`src/rtl/b16_sram_ctl_if.sv`:
```
// Core-side request/response and SRAM pin bundle for the b16 SRAM controller.
// The controller takes the slave view; the core/board environment takes the master view.
interface b16_sram_ctl_if #(
    parameter int l  = 16,
    parameter int AW = 15
);
    logic          drun;
    logic          run;
    logic          sel;
    logic [l-1:0]  cpu_addr;
    logic          cpu_rd;
    logic [1:0]    cpu_wr;
    logic [l-1:0]  cpu_dout;
    logic [l-1:0]  cpu_data;
    logic [AW-1:0] sram_a;
    logic [l-1:0]  sram_dq_o;
    logic          sram_dq_oe;
    logic [l-1:0]  sram_dq_i;
    logic          sram_ce_n;
    logic          sram_oe_n;
    logic          sram_we_n;
    logic          sram_ub_n;
    logic          sram_lb_n;

    modport master (
        output drun, sel, cpu_addr, cpu_rd, cpu_wr, cpu_dout, sram_dq_i,
        input  run, cpu_data, sram_a, sram_dq_o, sram_dq_oe,
               sram_ce_n, sram_oe_n, sram_we_n, sram_ub_n, sram_lb_n
    );

    modport slave (
        input  drun, sel, cpu_addr, cpu_rd, cpu_wr, cpu_dout, sram_dq_i,
        output run, cpu_data, sram_a, sram_dq_o, sram_dq_oe,
               sram_ce_n, sram_oe_n, sram_we_n, sram_ub_n, sram_lb_n
    );
endinterface

```
`src/rtl/b16_sram_ctl.sv`:
```
// Wait-stated async SRAM access stage for the b16 core: stalls the core via run
// while a registered SRAM cycle of WAITS+1 clocks completes, then returns read data.
module b16_sram_ctl #(
    parameter int l     = 16,
    parameter int AW    = 15,
    parameter int WAITS = 2
) (
    input  logic                 clk,
    input  logic                 reset,
    b16_sram_ctl_if.slave        bus
);
    typedef enum logic [1:0] {IDLE, ACCESS, DONE} state_e;

    state_e        state_q, state_d;
    logic [3:0]    cnt_q, cnt_d;
    logic [l-1:0]  data_q, data_d;
    logic [AW-1:0] a_q, a_d;
    logic [l-1:0]  dq_q, dq_d;
    logic          dq_oe_q, dq_oe_d;
    logic          ce_n_q, ce_n_d;
    logic          oe_n_q, oe_n_d;
    logic          we_n_q, we_n_d;
    logic          ub_n_q, ub_n_d;
    logic          lb_n_q, lb_n_d;

    logic req, is_wr;
    logic unused_addr_lsb;

    assign unused_addr_lsb = bus.cpu_addr[0];
    assign is_wr = |bus.cpu_wr;
    assign req   = bus.sel & (bus.cpu_rd | is_wr);

    // Drop run in the request cycle itself so the core holds its request stable.
    assign bus.run = bus.drun & ~reset & ~((state_q == IDLE) & req) & (state_q != ACCESS);

    always_comb begin
        state_d = state_q;
        cnt_d   = cnt_q;
        data_d  = data_q;
        a_d     = a_q;
        dq_d    = dq_q;
        dq_oe_d = dq_oe_q;
        ce_n_d  = ce_n_q;
        oe_n_d  = oe_n_q;
        we_n_d  = we_n_q;
        ub_n_d  = ub_n_q;
        lb_n_d  = lb_n_q;
        case (state_q)
            IDLE: begin
                if (req && bus.drun) begin
                    state_d = ACCESS;
                    cnt_d   = 4'(WAITS);
                    a_d     = bus.cpu_addr[AW:1];
                    dq_d    = bus.cpu_dout;
                    ce_n_d  = 1'b0;
                    if (is_wr) begin
                        we_n_d  = 1'b0;
                        dq_oe_d = 1'b1;
                        ub_n_d  = ~bus.cpu_wr[1];
                        lb_n_d  = ~bus.cpu_wr[0];
                    end else begin
                        oe_n_d = 1'b0;
                        ub_n_d = 1'b0;
                        lb_n_d = 1'b0;
                    end
                end
            end
            ACCESS: begin
                cnt_d = cnt_q - 4'd1;
                if (cnt_q == 4'd0) begin
                    // oe_n low marks a read cycle; writes leave cpu_data untouched
                    if (!oe_n_q) data_d = bus.sram_dq_i;
                    cnt_d   = 4'd0;
                    ce_n_d  = 1'b1;
                    oe_n_d  = 1'b1;
                    we_n_d  = 1'b1;
                    ub_n_d  = 1'b1;
                    lb_n_d  = 1'b1;
                    state_d = DONE;
                end
            end
            DONE: begin
                // dq_oe keeps driving write data until the core consumes the access
                if (bus.drun) begin
                    state_d = IDLE;
                    dq_oe_d = 1'b0;
                end
            end
            default: state_d = IDLE;
        endcase
    end

    always_ff @(posedge clk) begin
        if (reset) begin
            state_q <= IDLE;
            cnt_q   <= 4'd0;
            data_q  <= '0;
            a_q     <= '0;
            dq_q    <= '0;
            dq_oe_q <= 1'b0;
            ce_n_q  <= 1'b1;
            oe_n_q  <= 1'b1;
            we_n_q  <= 1'b1;
            ub_n_q  <= 1'b1;
            lb_n_q  <= 1'b1;
        end else begin
            state_q <= state_d;
            cnt_q   <= cnt_d;
            data_q  <= data_d;
            a_q     <= a_d;
            dq_q    <= dq_d;
            dq_oe_q <= dq_oe_d;
            ce_n_q  <= ce_n_d;
            oe_n_q  <= oe_n_d;
            we_n_q  <= we_n_d;
            ub_n_q  <= ub_n_d;
            lb_n_q  <= lb_n_d;
        end
    end

    assign bus.cpu_data   = data_q;
    assign bus.sram_a     = a_q;
    assign bus.sram_dq_o  = dq_q;
    assign bus.sram_dq_oe = dq_oe_q;
    assign bus.sram_ce_n  = ce_n_q;
    assign bus.sram_oe_n  = oe_n_q;
    assign bus.sram_we_n  = we_n_q;
    assign bus.sram_ub_n  = ub_n_q;
    assign bus.sram_lb_n  = lb_n_q;
endmodule

```
`src/flat_wrapper.sv`:
```
// flat-port wrapper written by rule: the top's interface ports become plain ports
module b16_sram_ctl_flat 
#(
    parameter int l     = 16,
    parameter int AW    = 15,
    parameter int WAITS = 2
)
  (clk, reset, bus_drun, bus_sel, bus_cpu_addr, bus_cpu_rd, bus_cpu_wr, bus_cpu_dout, bus_sram_dq_i, bus_run, bus_cpu_data, bus_sram_a, bus_sram_dq_o, bus_sram_dq_oe, bus_sram_ce_n, bus_sram_oe_n, bus_sram_we_n, bus_sram_ub_n, bus_sram_lb_n);
  b16_sram_ctl_if #(.l(l), .AW(AW)) bus_i ();
  input  logic clk;
  input  logic reset;
  input wire logic [$bits(bus_i.drun)-1:0] bus_drun;
  input wire logic [$bits(bus_i.sel)-1:0] bus_sel;
  input wire logic [$bits(bus_i.cpu_addr)-1:0] bus_cpu_addr;
  input wire logic [$bits(bus_i.cpu_rd)-1:0] bus_cpu_rd;
  input wire logic [$bits(bus_i.cpu_wr)-1:0] bus_cpu_wr;
  input wire logic [$bits(bus_i.cpu_dout)-1:0] bus_cpu_dout;
  input wire logic [$bits(bus_i.sram_dq_i)-1:0] bus_sram_dq_i;
  output wire logic [$bits(bus_i.run)-1:0] bus_run;
  output wire logic [$bits(bus_i.cpu_data)-1:0] bus_cpu_data;
  output wire logic [$bits(bus_i.sram_a)-1:0] bus_sram_a;
  output wire logic [$bits(bus_i.sram_dq_o)-1:0] bus_sram_dq_o;
  output wire logic [$bits(bus_i.sram_dq_oe)-1:0] bus_sram_dq_oe;
  output wire logic [$bits(bus_i.sram_ce_n)-1:0] bus_sram_ce_n;
  output wire logic [$bits(bus_i.sram_oe_n)-1:0] bus_sram_oe_n;
  output wire logic [$bits(bus_i.sram_we_n)-1:0] bus_sram_we_n;
  output wire logic [$bits(bus_i.sram_ub_n)-1:0] bus_sram_ub_n;
  output wire logic [$bits(bus_i.sram_lb_n)-1:0] bus_sram_lb_n;
  assign bus_i.drun = bus_drun;
  assign bus_i.sel = bus_sel;
  assign bus_i.cpu_addr = bus_cpu_addr;
  assign bus_i.cpu_rd = bus_cpu_rd;
  assign bus_i.cpu_wr = bus_cpu_wr;
  assign bus_i.cpu_dout = bus_cpu_dout;
  assign bus_i.sram_dq_i = bus_sram_dq_i;
  assign bus_run = bus_i.run;
  assign bus_cpu_data = bus_i.cpu_data;
  assign bus_sram_a = bus_i.sram_a;
  assign bus_sram_dq_o = bus_i.sram_dq_o;
  assign bus_sram_dq_oe = bus_i.sram_dq_oe;
  assign bus_sram_ce_n = bus_i.sram_ce_n;
  assign bus_sram_oe_n = bus_i.sram_oe_n;
  assign bus_sram_we_n = bus_i.sram_we_n;
  assign bus_sram_ub_n = bus_i.sram_ub_n;
  assign bus_sram_lb_n = bus_i.sram_lb_n;
  b16_sram_ctl #(.l(l), .AW(AW), .WAITS(WAITS)) u_core (.clk(clk), .reset(reset), .bus(bus_i));
endmodule
```
`config.mk`:
```
export PLATFORM = sky130hd
export DESIGN_NAME = b16_sram_ctl_flat
export DESIGN_NICKNAME = d
export VERILOG_FILES = /design/src/rtl/b16_sram_ctl_if.sv /design/src/rtl/b16_sram_ctl.sv /design/src/flat_wrapper.sv
export SDC_FILE = /design/constraint.sdc
export NUM_CORES = 1
export LEC_CHECK = 0
export ABC_CLOCK_PERIOD_IN_PS = 2100
export CAP_MARGIN = 15
export CELL_PAD_IN_SITES_DETAIL_PLACEMENT = 0
export CELL_PAD_IN_SITES_GLOBAL_PLACEMENT = 1
export CORE_MARGIN = 3
export CORE_UTILIZATION = 30
export DETAILED_ROUTE_END_ITERATION = 6
export GPL_TIMING_DRIVEN = 0
export HOLD_SLACK_MARGIN = 0.05
export PLACE_DENSITY = 0.83
export SYNTH_ARGS = -nofsm -noshare
export SYNTH_HDL_FRONTEND = slang
export SYNTH_SLANG_ARGS = --single-unit
export TNS_END_PERCENT = 100
```
`constraint.sdc`:
```
create_clock -name clk -period 2.1 [get_ports clk]
set_clock_uncertainty 0.1 [all_clocks]
set_input_delay 0.21 -clock clk [delete_from_list [all_inputs] [get_ports clk]]
set_output_delay 0.21 -clock clk [all_outputs]
set_load 0.005 [all_outputs]
```
Word-level counts from Yosys, hierarchy flattened:

Index checks and enable logic that the tools add are counted.

* register bits: 59
* logic and storage cells: 71

* add/sub/neg operators: 1
* eq/ne operators: 8
* multiplexer cells: 26
* bitwise logic cells: 11
* reductions and logical operators: 14

Operators by type and width (count)
* 2-to-1 mux 1 bit: 13
* one-hot mux 1 bit (2 select lines): 6
* AND reduction 4 bit: 3
* AND reduction 3 bit: 3
* 2-to-1 mux 4 bit: 2
* one-hot mux 4 bit (2 select lines): 1
* 2-to-1 mux 2 bit: 3
* != test 2 x 1 -> 1 bit, second input constant: 3
* != test 2 bit, second input constant: 3
* one-hot mux 2 bit (3 select lines): 1
* AND 1 bit: 5
* NOT 1 bit: 5
* logical NOT 4 bit: 1
* AND reduction 2 bit: 2
* nonzero test 2 bit: 2
* subtractor 4 x 1 -> 4 bit, second input constant: 1
* equality test 2 x 1 -> 1 bit, second input constant: 1
* equality test 2 bit, second input constant: 1
* logical NOT 2 bit: 1
* OR reduction 2 bit: 1
* logical AND 1 bit: 1
* bitwise OR 1 bit: 1

Longest topological paths before layout:

* depth in word-level cells: 7
* depth in mapped cells: 6

Least setup slack after synthesis:

Ideal clock, no wire load.

* path kind: register -> register
* from: reg u_core.cnt_q[1]
* to: reg u_core.data_q[10] (netlist: u_core.bus.cpu_data[10])
* arrival time: 1276 ps
* path slack: 592 ps
* stages on the path, launching flop included: 6
* cell sequence: dfxtp_1 or3_1 buf_2 buf_2 o31ai_1 a21oi_1

* word-level cells in the longest chain between the ends: 2

Ends and longest elaborated chain
* start: declaration: line b16_sram_ctl.sv:15 `logic [3:0] cnt_q, cnt_d;`
* start signal: assignment: line b16_sram_ctl.sv:108 `cnt_q <= cnt_d;`
* logical NOT 4 bit: line b16_sram_ctl.sv:70 `if (cnt_q == 4'd0) begin`
* AND reduction 3 bit (no source line)
* end signal: assignment: line b16_sram_ctl.sv:109 `data_q <= data_d;`
* end: declaration: line b16_sram_ctl.sv:16 `logic [l-1:0] data_q, data_d;`

No other way between the ends.
A chain may end at the register's enable or synchronous reset.

Worst setup path in the final report:

* from: in bus_cpu_wr[0]
* to: out bus_run

* word-level cells in the longest chain between the ends: 7

Ends and longest elaborated chain
* start: declaration: line flat_wrapper.sv:16 `input wire logic [$bits(bus_i.cpu_wr)-1:0] bus_cpu_wr;`
* OR reduction 2 bit: line b16_sram_ctl.sv:30 `assign is_wr = |bus.cpu_wr;`
* bitwise OR 1 bit: line b16_sram_ctl.sv:31 `assign req = bus.sel & (bus.cpu_rd | is_wr);`
* AND 1 bit: line b16_sram_ctl.sv:31
* AND 1 bit: line b16_sram_ctl.sv:34 `assign bus.run = bus.drun & ~reset & ~((state_q == IDLE) & req) & (state_q != ACCESS);`
* NOT 1 bit: line b16_sram_ctl.sv:34
* AND 1 bit (2 in a row): line b16_sram_ctl.sv:34
* end: declaration: line flat_wrapper.sv:19 `output wire logic [$bits(bus_i.run)-1:0] bus_run;`

No other way between the ends.

==> impl_metrics.json <==
{
  "grt_use_total_pct": 16.5,
  "drive_gt1_share_pct": 7.41,
  "synthCells": 283,
  "instances_no_fill": 507,
  "root_buffer": "clkbuf_8",
  "crit_family": "buffers and inverters",
  "start_util_pct": 31.3,
  "clock_latency_ns": 0.33,
  "yosysUniqueCellTypes": 32,
  "syn_area_per_cell_um2": 8.67,
  "grt_pass1_vias": 2509,
  "cts_max_path_buffers": 2,
  "synth_compound_area_share_pct": 26.9,
  "fin_crit_sh_pct": 96.1,
  "cp_max_fo": 6,
  "synth_async_sr_flop_share_pct": 0,
  "path_class": "in2out",
  "ir_drop_mv": 0.344,
  "ys.flop_type": "dfxtp_1",
  "cp_num_buf_inv": 2,
  "fp.dieW_um": 96.4,
  "pre_cts_slack_ns": -0.347,
  "drt_iter0_drc": 132,
  "synthSimpleGateAreaFrac_pct": 19.1,
  "finalWorstSetupSlack_ns": 0.0827,
  "synthXorXnorAreaFrac_pct": 0,
  "num_vias": 2661,
  "synth_top_area_share_pct": 48.2,
  "syn_area_um2": 2450,
  "synthTopCellsByArea": "dfxtp_1 48%, a21oi_1 11%, nand3_1 6.7%",
  "crit_arrival_ns": 1.71,
  "yosysMostFrequentCell": "dfxtp_1",
  "cts_hold_buf": 0,
  "ys_warn_count": 0,
  "coreArea_um2": 7850,
  "grt_max_degree": 11,
  "synth_edf_count": 0,
  "synth_top_family_by_area": "compound AO/OA/AOI/OAI gates",
  "tns_ns": 0,
  "fillCellCount": 796,
  "rsz0062_at_grt": "no",
  "viasPerCell": 5.25,
  "slew_viol_final": 0,
  "post-route-drc-count": 0,
  "finalHoldViolCount": 0,
  "status": "finished, final reports clean",
  "tightest_slew_ns": 0.851,
  "synth_nets": 338,
  "synthAdderAreaFrac_pct": 0,
  "power_density_nw_per_um2": 729,
  "cts.sinks": 59,
  "path_cells": "dlygate4sd2_1 > or3_4 > a21oi_1 > o211a_1 > clkdlybuf4s50_1",
  "antenna_cells": 0,
  "antenna_found_initial": 0,
  "dpl.hpwl_mm": 5.45,
  "cap_violations": 0,
  "crit_path_start_kind": "primary input",
  "die_h_um": 96.4,
  "slowest_delay_ns": 0.52,
  "required_ns": 1.79,
  "period_minus_slack_ns": 2.02,
  "rows": 32,
  "routed_wl_mm": 7.86,
  "die_area_um2": 9290,
  "p_leak_nw": 1.31,
  "slowest_stage": "clkdlybuf4s50_1",
  "grt_first_pass_wirelength_mm": 12.1,
  "cts_tree": "done",
  "htree_levels": 3,
  "place_congestion": 0.746,
  "port_buffers": 106,
  "end_kind": "primary output",
  "dp.cells": 491,
  "slew-limit-headroom_pct": 42.8,
  "fmax_mhz": 496,
  "final_nets": 455,
  "synth_common_cells": "59 x dfxtp_1, 52 x a21oi_1, 33 x nand3_1",
  "drt-pass1-iter-count": 4,
  "clk_pin_slew_ns": 0.06,
  "yosysTopAreaCell": "dfxtp_1",
  "detail-route-antenna-nets": 0,
  "area_delta_synth_final_pct": 58.5,
  "yosysSeqAreaShare_pct": 48.2,
  "setup_viol": 0,
  "cts_made_buffers": 9,
  "io_pins": 109,
  "hold_class": "in2reg",
  "synth_seq_cells": 59,
  "gr-total-overflow": 0,
  "wl_per_cell_um": 15.5,
  "synthMuxAreaShare_pct": 0
}
[state kept, by name (all words and copies together), names as in the netlist]
signal / flops
u_core.bus.cpu_data: 16
u_core.bus.sram_a: 15
u_core.bus.sram_ce_n: 1
u_core.bus.sram_dq_o: 16
u_core.bus.sram_dq_oe: 1
u_core.bus.sram_lb_n: 1
u_core.bus.sram_oe_n: 1
u_core.bus.sram_ub_n: 1
u_core.bus.sram_we_n: 1
u_core.cnt_q: 4
u_core.state_q: 2
[layout by cell type, fill, tap and decap left out, drive strengths merged, types with 4 or more instances in the layout]
cell type      netlist  final
o31ai               17     17
nand3               33     33
clkdlybuf4s50        0    103
o21ai               34     34
buf                 12     13
nand2                5      5
clkbuf              19     29
or3                  4      4
nand4b              16     16
dfxtp               59     59
a21oi               52     52
nor2                 7      7
[report_power, final]
part / switching, mW / leakage, nW / internal [mW]
registers: 0.0256 / 0.480 / 1.16
clock network: 0.447 / 0.123 / 0.817
logic: 0.175 / 0.710 / 0.207
[cell families after synthesis]
kind of cell,count (synthesis)
buffers and inverters,34
AND/OR/NAND/NOR,75
flip-flops,59
AO/OA/AOI/OAI,115
[per-layer routing]
layer  wire, um  track usage, %  vias to the layer above  share of wire [%]
met5          0               0                        -                  0
met1       3600            21.6                     1283                 46
met3        395            2.79                        8                5.0
met4        112            6.78                        0                1.4
li1           -               -                     1295                  -
met2       3740            27.0                       75                 48
[final cells by class]
cell class / count / area [um^2] / share of cell area [%]
sequential: 59 / 1180 / 30.4
multi-input combinational: 190 / 1130 / 29.2
timing repair buffer: 107 / 1060 / 27.4
clock buffer: 11 / 141 / 3.64
tap: 102 / 128 / 3.28
buffer: 30 / 126 / 3.25
clock inverter: 5 / 100 / 2.57
inverter: 3 / 11.3 / 0.290
[worst reg2reg max path: cells and delay by family (launching register included)]
| kind | cells | cell delay, ns |
|---|---|---|
| DFF | 1 | 0.47 |
| and+or+nand+nor | 2 | 0.65 |
| buffers and inverters | 1 | 0.33 |
| AOI/OAI and AO/OA | 1 | 0.15 |
[per-stage QoR]
| stage | power (mW) | instance area [um^2] | hold WS, ns | utilization [%] |
|---|---|---|---|---|
| after CTS | 2.85 | 3890 | 0.281 | 49.5 |
| after global placement | 1.59 | 3640 | 0.353 | 46.4 |
| final | 2.83 | 3890 | 0.288 | 49.5 |
| after detailed placement | 1.59 | 3640 | 0.357 | 46.4 |
| after floorplan | 1.36 | 2450 | 0.258 | - |
| after global routing | 2.93 | 3890 | 0.304 | 49.5 |
[path summary, 6_finish.rpt]
| path | startpoint | end | slack (ns) | cells after the start |
|---|---|---|---|---|
| setup / recovery | bus_cpu_wr[0] | bus_run | 0.08 | 5 |
| hold / removal | bus_cpu_rd | u_core.bus.sram_oe_n | 0.29 | 3 |
| setup reg to reg | u_core.state_q[0] | u_core.bus.cpu_data[8] | 0.34 | 4 |
| hold reg to reg | u_core.bus.sram_dq_oe | u_core.bus.sram_dq_oe | 0.36 | 2 |
[timing repair]
action                                  4_1_cts  5_1_grt
resized for setup                             4        0
endpoints found under the setup margin        1        0
setup buffers                                 1        0
endpoints found under the hold margin         0        0
No activity file was read; power rests on OpenSTA's default activity.
